[config.mk]
export PLATFORM = sky130hd
export DESIGN_NAME = wb_write_scheduler
export DESIGN_NICKNAME = d
export VERILOG_FILES = /design/src/rtl/wb_pkg.sv /design/src/rtl/sat_counter.sv /design/src/rtl/wb_write_scheduler.sv
export SDC_FILE = /design/constraint.sdc
export NUM_CORES = 1
export LEC_CHECK = 0
export CORE_UTILIZATION = 39
export CTS_CLUSTER_SIZE = 12
export DETAILED_ROUTE_END_ITERATION = 8
export HOLD_SLACK_MARGIN = 0.03
export PLACE_DENSITY_LB_ADDON = 0.1
export SLEW_MARGIN = 10
export SYNTH_ARGS = -nofsm -noshare
export SYNTH_HDL_FRONTEND = slang
export SYNTH_HIERARCHICAL = 1
export SYNTH_SLANG_ARGS = --single-unit
[constraint.sdc]
create_clock -name clk -period 1.9 [get_ports clk]
set_clock_uncertainty 0.2 [all_clocks]
set_input_delay 0.285 -clock clk [delete_from_list [all_inputs] [get_ports clk]]
set_output_delay 0.285 -clock clk [all_outputs]
set_load 0.005 [all_outputs]
[src/rtl/wb_pkg.sv]
// Shared types and default sizes for the write-back port scheduler.
package wb_pkg;
  localparam int WB_DW = 16;
  localparam int WB_AW = 3;
  localparam int WB_CW = 16;

  typedef enum logic [0:0] {
    WB_IDLE = 1'b0,
    WB_PEND = 1'b1
  } wb_state_t;
endpackage

[src/rtl/sat_counter.sv]
// Saturating up-counter with synchronous active-high clear and increment enable.
module sat_counter #(
  parameter int W = 16
) (
  input  logic         clk,
  input  logic         clear,
  input  logic         inc,
  output logic [W-1:0] count
);
  logic [W-1:0] max_val;
  assign max_val = {W{1'b1}};

  // Counter register; clear has priority, holds at all-ones instead of wrapping.
  always_ff @(posedge clk) begin
    if (clear) begin
      count <= {W{1'b0}};
    end else if (inc && (count != max_val)) begin
      count <= count + {{(W-1){1'b0}}, 1'b1};
    end else begin
      count <= count;
    end
  end
endmodule

[src/rtl/wb_write_scheduler.sv]
// Serialises MEM/WB low/high writes onto a single register-file write port.
// Optional macro WB_SAME_DST_MERGE_EN: equal-destination dual writes collapse to the high write.
module wb_write_scheduler
  import wb_pkg::*;
#(
  parameter int DW = WB_DW,
  parameter int AW = WB_AW,
  parameter int CW = WB_CW
) (
  input  logic          clk,
  input  logic          reset,
  input  logic          reglow_write_i,
  input  logic          reghigh_write_i,
  input  logic [AW-1:0] rdst1_i,
  input  logic [DW-1:0] rdst1_val_i,
  input  logic [DW-1:0] data_i,
  input  logic          mem_to_reg_i,
  input  logic [AW-1:0] rdst2_i,
  input  logic [DW-1:0] rdst2_val_i,
  output logic          rf_we_o,
  output logic [AW-1:0] rf_waddr_o,
  output logic [DW-1:0] rf_wdata_o,
  output logic          stall_o,
  output logic [CW-1:0] stall_cnt_o
);
  wb_state_t     state;
  logic [AW-1:0] hold_addr;
  logic [DW-1:0] hold_data;
  logic [DW-1:0] lo_val;
  logic          both;
  logic          split;

  assign lo_val = mem_to_reg_i ? data_i : rdst1_val_i;
  assign both   = reglow_write_i & reghigh_write_i;
`ifdef WB_SAME_DST_MERGE_EN
  assign split  = both & (rdst1_i != rdst2_i);
`else
  assign split  = both;
`endif

  // Write-port mux; reset forces every output low in the same cycle.
  always_comb begin
    rf_we_o    = 1'b0;
    rf_waddr_o = {AW{1'b0}};
    rf_wdata_o = {DW{1'b0}};
    stall_o    = 1'b0;
    if (reset) begin
      rf_we_o = 1'b0;
    end else begin
      case (state)
        WB_IDLE: begin
          if (split) begin
            rf_we_o    = 1'b1;
            rf_waddr_o = rdst1_i;
            rf_wdata_o = lo_val;
            stall_o    = 1'b1;
          end else if (reghigh_write_i) begin
            // Covers high-only and, when merging, equal-destination dual requests.
            rf_we_o    = 1'b1;
            rf_waddr_o = rdst2_i;
            rf_wdata_o = rdst2_val_i;
          end else if (reglow_write_i) begin
            rf_we_o    = 1'b1;
            rf_waddr_o = rdst1_i;
            rf_wdata_o = lo_val;
          end else begin
            rf_we_o = 1'b0;
          end
        end
        WB_PEND: begin
          rf_we_o    = 1'b1;
          rf_waddr_o = hold_addr;
          rf_wdata_o = hold_data;
        end
        default: begin
          rf_we_o = 1'b0;
        end
      endcase
    end
  end

  // FSM and hold registers for the deferred high write.
  always_ff @(posedge clk) begin
    if (reset) begin
      state     <= WB_IDLE;
      hold_addr <= {AW{1'b0}};
      hold_data <= {DW{1'b0}};
    end else begin
      case (state)
        WB_IDLE: begin
          if (split) begin
            hold_addr <= rdst2_i;
            hold_data <= rdst2_val_i;
            state     <= WB_PEND;
          end else begin
            state <= WB_IDLE;
          end
        end
        WB_PEND: state <= WB_IDLE;
        default: state <= WB_IDLE;
      endcase
    end
  end

  sat_counter #(.W(CW)) u_stall_cnt (
    .clk   (clk),
    .clear (reset),
    .inc   (stall_o),
    .count (stall_cnt_o)
  );
endmodule

* Word level (Yosys, flattened, before mapping)
Cells that the tools add are included.
W data, S select, Z words.
** Cells by class
- Divide/modulo/power cells :: 0
- Bitwise logic cells :: 2
- Add/sub/neg operators :: 1
- Multiplexer cells :: 20
- Equal/unequal tests :: 1
- Reductions and logical operators :: 2
- Order comparisons :: 0
- Multipliers :: 0
- Shifts and indexed selects :: 0
** Operators by type and width (number)
- $mux W16 :: 5
- $pmux W16 S2 :: 1
- $add A16 B1 Y16 const B :: 1
- $ne A16 B16 Y1 const B :: 1
- $mux W3 :: 4
- $mux W1 :: 7
- $pmux W3 S2 :: 1
- $pmux W1 S2 :: 2
- $reduce_and A2 Y1 :: 1
- $and A1 B1 Y1 :: 1
- $logic_and A1 B1 Y1 :: 1
- $not A1 Y1 :: 1
** Storage, ports and cells
- Input bits :: 59
- Memory bits (writable) :: 0
- Output and inout port bits :: 37
- Memories :: 0
- Register bits after elaboration :: 36
- Logic and storage cells :: 30
- Memory bits (read-only) :: 0
- Latch bits :: 0

* Logic depth before layout (Yosys ltp)
- Depth in word-level cells :: 6
- Depth in mapped cells :: 7
- Depth with buffers taken out :: 6

* Cells and area by module
The synthesis kept the hierarchy.
** By module, submodules not included
- wb_write_scheduler :: seq. area each 400.4 sq um, cells an instance 177, area each 1480.2 sq um, instances 1
- sat_counter :: seq. area each 320.3 sq um, cells an instance 99, area each 848.3 sq um, instances 1

* Least setup slack after synthesis
OpenSTA, ideal clock, no wires.
- Path type :: register to register
- From :: reg state
- To :: reg u_stall_cnt.count[7]
- Slack :: -0.266 ns
- Library setup time :: 0.070 ns
- Cell stages (with the launch flop) :: 8
- Arrival time :: 1.895 ns
- Required time :: 1.630 ns
- Buffers on the path :: 2
- Period minus slack after synthesis :: 2.166 ns
- Cells stage by stage :: dfxtp_1 > nand3b_1 > clkbuf_1 > nor2_1 > nand2_1 > clkbuf_1 > or4_1 > a21oi_1
** On the way
- Longest elaborated chain between the ends :: 3
** Ends and longest elaborated chain
- from (decl) :: line wb_write_scheduler.sv:26 : wb_state_t state;
- from (signal assigned) :: line wb_write_scheduler.sv:85 : state <= WB_IDLE;
- from (signal assigned) :: line wb_write_scheduler.sv:94 : state <= WB_PEND;
- from (signal assigned) :: line wb_write_scheduler.sv:96 : state <= WB_IDLE;
- $mux W1 :: line wb_write_scheduler.sv:50 : case (state)
- $mux W1 :: line wb_write_scheduler.sv:47 : if (reset) begin
- named net stall_o :: line wb_write_scheduler.sv:23 : output logic stall_o,
- $logic_and A1 B1 Y1 :: line sat_counter.sv:17 : end else if (inc && (count != max_val)) begin
- to (signal assigned) :: line sat_counter.sv:16 : count <= {W{1'b0}};
- to (signal assigned) :: line sat_counter.sv:18 : count <= count + {{(W-1){1'b0}}, 1'b1};
- to (signal assigned) :: line sat_counter.sv:20 : count <= count;
- to (decl) :: line sat_counter.sv:8 : output logic [W-1:0] count
The timed path passes the listed nets, and every way through them passes these cells.
A chain may end at the register's enable or synchronous reset.

* Worst setup path in the final report
- From :: reg u_stall_cnt.count[8]
- To :: reg u_stall_cnt.count[15]
** On the way
- Longest elaborated chain between the ends :: 2
- Elaborated cells between the ends (all ways) :: 3
- Classes of those cells :: add/sub (1); eq/ne (1); reduce/logical (1)
** Ends and longest elaborated chain
- parallel branches: the longest is 2 deep, another holds $add A16 B1 Y16
Parallel ways; which one is timed is not known.

==> impl_metrics.toml <==
[outcome]
status = "finished with violations"
violations = "negative setup slack"

[min_path]
whs_path_depth = 2
hold_path_end = "hold_addr[1]"
hold_class = "flop to flop"
hold_start = "hold_addr[1]"

[synth]
ys_ff_latch = 36
syn_area_per_cell_um2 = 8.44
synth-simple-area-share_pct = 30.1
synth_compound_area_share_pct = 19.6
synthMuxAreaShare_pct = 11.1
ys.warnings.count = 6
syn_nets = 336
seq_area_frac_synth_pct = 31.0
synth.area.top_cells = "dfxtp_1, nand2_1, a221oi_2"
yosys.area.top_type = "dfxtp_1"
synth_top_area_share_pct = 31.0
synth_xor_area_share_pct = 0.752
synth_cell_type_count = 40
yosys.area_share.adder_pct = 0.537
syn_inst = 276
synth_top_family_by_area = "simple AND/OR/NAND/NOR gates"
mappedNetlistArea_um2 = 2330

[timing]
tightestPinTransition_ps = 447
fmax_mhz = 516
finalSetupViolations = 3
maxSlewHeadroom_pct = 69.8
fin_crit_sh_pct = 102
fin_crit_ps = 1940
finalSetupTns_ps = -76.1
final.setup.worst_slack_ps = -37.9
grt_setup_unrepaired = "yes"
finalMaxSlewViolations = 0
hold_violations = 0

[route]
drc = 0
final_antenna_net_count = 0
wire_per_inst_um = 15.0
first_iter_violations = 93
first_pass_iters = 4
drt-vias-per-instance = 5.38
num_vias = 2646
drt_wl_total_um = 7380

[grt]
antenna_found_initial = 0
grt_max_degree = 21
grt_pass1_vias = 2439
grt.overflow.total = 0
grt_util_all_layers_pct = 22.4
grt_first_pass_wirelength_um = 11200

[clocking]
cts_tree = "yes"
cts-root-buf = "clkbuf_8"
h-tree-depth = 2
cts.sinks = 36
clockBufferDepth = 2
numCtsBuffers = 5
hold_buffers = 0
clock_latency_ps = 280
path_clk_slew_ps = 70

[die]
die_w_um = 79.3
initial_utilization_pct = 41.3
dieArea_um2 = 6280
rows = 27
io_pins = 96
core_um2 = 5640
die_h_um = 79.3

[worst_setup_path]
worstPathMaxFanout = 4
endpoint_kind = "flop"
reg2reg_from = "u_stall_cnt/count[8]"
critPathKind = "flop to flop"
reg2regPathDepth = 4
timing.rr.end = "u_stall_cnt/count[15]"
critPathLaunchType = "flop"
cp.arrival_ps = 1960
critPathRequiredTime_ps = 1920
regToRegSetupSlack_ps = -40

[layout]
area_growth_pct = 76.5
final_util_pct = 72.9
drive_above_1_share_pct = 36.0
insertedDiodeCount = 0
n_fill_cell = 467
final_nets = 479

[pwr]
leakage_nw = 1.75
irDropWorstVdd_uv = 324
power.density_nw_per_um2 = 454

[placement]
dp_hpwl_um = 4900
io_buffers = 95
gp_congestion = 0.879

[run]
cap_violations = 0
[critical path: stages (launching register included)]
cell and delay, ps:
dfxtp_1 430, nand2_2 130, or4_1 540, or4_4 440, a21oi_2 140
[cells by family after synthesis]
family / count (synthesis)
simple gates: 131
compound gates: 61
flops: 36
buf+inv: 25
mux: 20
xor+xnor: 2
fa+ha+maj: 1
[synthesized netlist by cell type]
cell type,count
buf_2,5
nand2_2,1
nor4_4,1
buf_6,3
and3b_1,1
nor2_1,9
mux2_2,7
nand4_4,1
ha_1,1
nand3_1,6
nand2_1,46
clkbuf_8,1
o41ai_1,1
a221oi_2,10
buf_1,2
buf_12,1
and4_1,3
nor3_1,22
or3_1,3
o311ai_0,1
nand4_1,3
o21a_1,1
o21ai_0,6
xnor2_1,2
mux2_4,10
buf_4,3
o31ai_1,6
dfxtp_1,36
and3_1,1
mux2i_1,3
or4_1,7
and2_1,2
a221oi_1,7
clkbuf_1,7
nor4_1,2
inv_1,3
a21oi_1,29
nor2b_1,20
nand3b_1,2
nor4bb_1,1
[layer usage]
| metal | wire, um | track usage, % | up-vias |
|---|---|---|---|
| met5 | 0 | 0 | - |
| met4 | 26 | 3.27 | 0 |
| met3 | 381 | 4.25 | 4 |
| met2 | 3690 | 40.5 | 78 |
| met1 | 3280 | 27.8 | 1265 |
| li1 | - | - | 1299 |
[cell type report]
type	count	area [um2]	share of cell area (%)
clock buffers	8	90.1	2.19
inverters	3	11.3	0.274
multi-input cells	215	1680	40.8
flip-flops and latches	36	723	17.6
well taps	72	90.1	2.19
repair buffers	158	1520	37.0
[repair_timing]
item / 4_1_cts / 5_1_grt
pin swaps: 24 / 26
resized for setup: 91 / 61
buffers inserted: 8 / 2
gates cloned: 2 / 1
setup endpoints to repair: 35 / 34
[worst max-delay path by stage]
stage | startpoint | end | slack (ps)
6_report | u_stall_cnt/count[8] | u_stall_cnt/count[15] | -40
3_5_place_dp | mem_to_reg_i | rf_wdata_o[6] | -680
4_1_cts | data_i[14] | rf_wdata_o[14] | -80
2_1_floorplan | state | u_stall_cnt/count[7] | 0.6
5_1_grt | state | u_stall_cnt/count[6] | -120
3_3_place_gp | mem_to_reg_i | rf_wdata_o[9] | -650
[power breakdown]
group | total, mW | internal (mW) | switching [mW] | leakage (nW)
Clock | 0.554 | 0.296 | 0.258 | 0.0455
Combinational | 0.527 | 0.324 | 0.203 | 1.41
Sequential | 0.785 | 0.775 | 0.0101 | 0.293
Total | 1.87 | 1.40 | 0.471 | 1.75
[stage by stage]
stage	hold WS, ps	cells	setup WS, ps	cell area [um2]	total power, mW
after floorplan	221	276	0.567	2360	1.02
after global placement	242	474	-655	3690	1.28
after detailed placement	246	474	-678	3690	1.29
after CTS	256	491	-81.3	3900	1.86
after global routing	271	492	-122	4110	1.96
final	255	492	-37.9	4110	1.87
[sequential cells by signal, indices dropped and copies added, names as in the netlist]
signal             flops
hold_addr              3
hold_data             16
state                  1
u_stall_cnt/count     16
[placed cells by master, fill, tap and decap left out, drive strengths merged, types with 7 or more instances in the layout]
cell	count
nand2	47
nor2b	20
nor3	22
nor2	9
buf	79
mux2	17
clkbuf	11
a221oi	17
a21oi	29
or4	7
clkdlybuf4s50	58
dlymetal6s2s	12
dfxtp	36
Note: power is estimated with default switching activity, not from simulation.
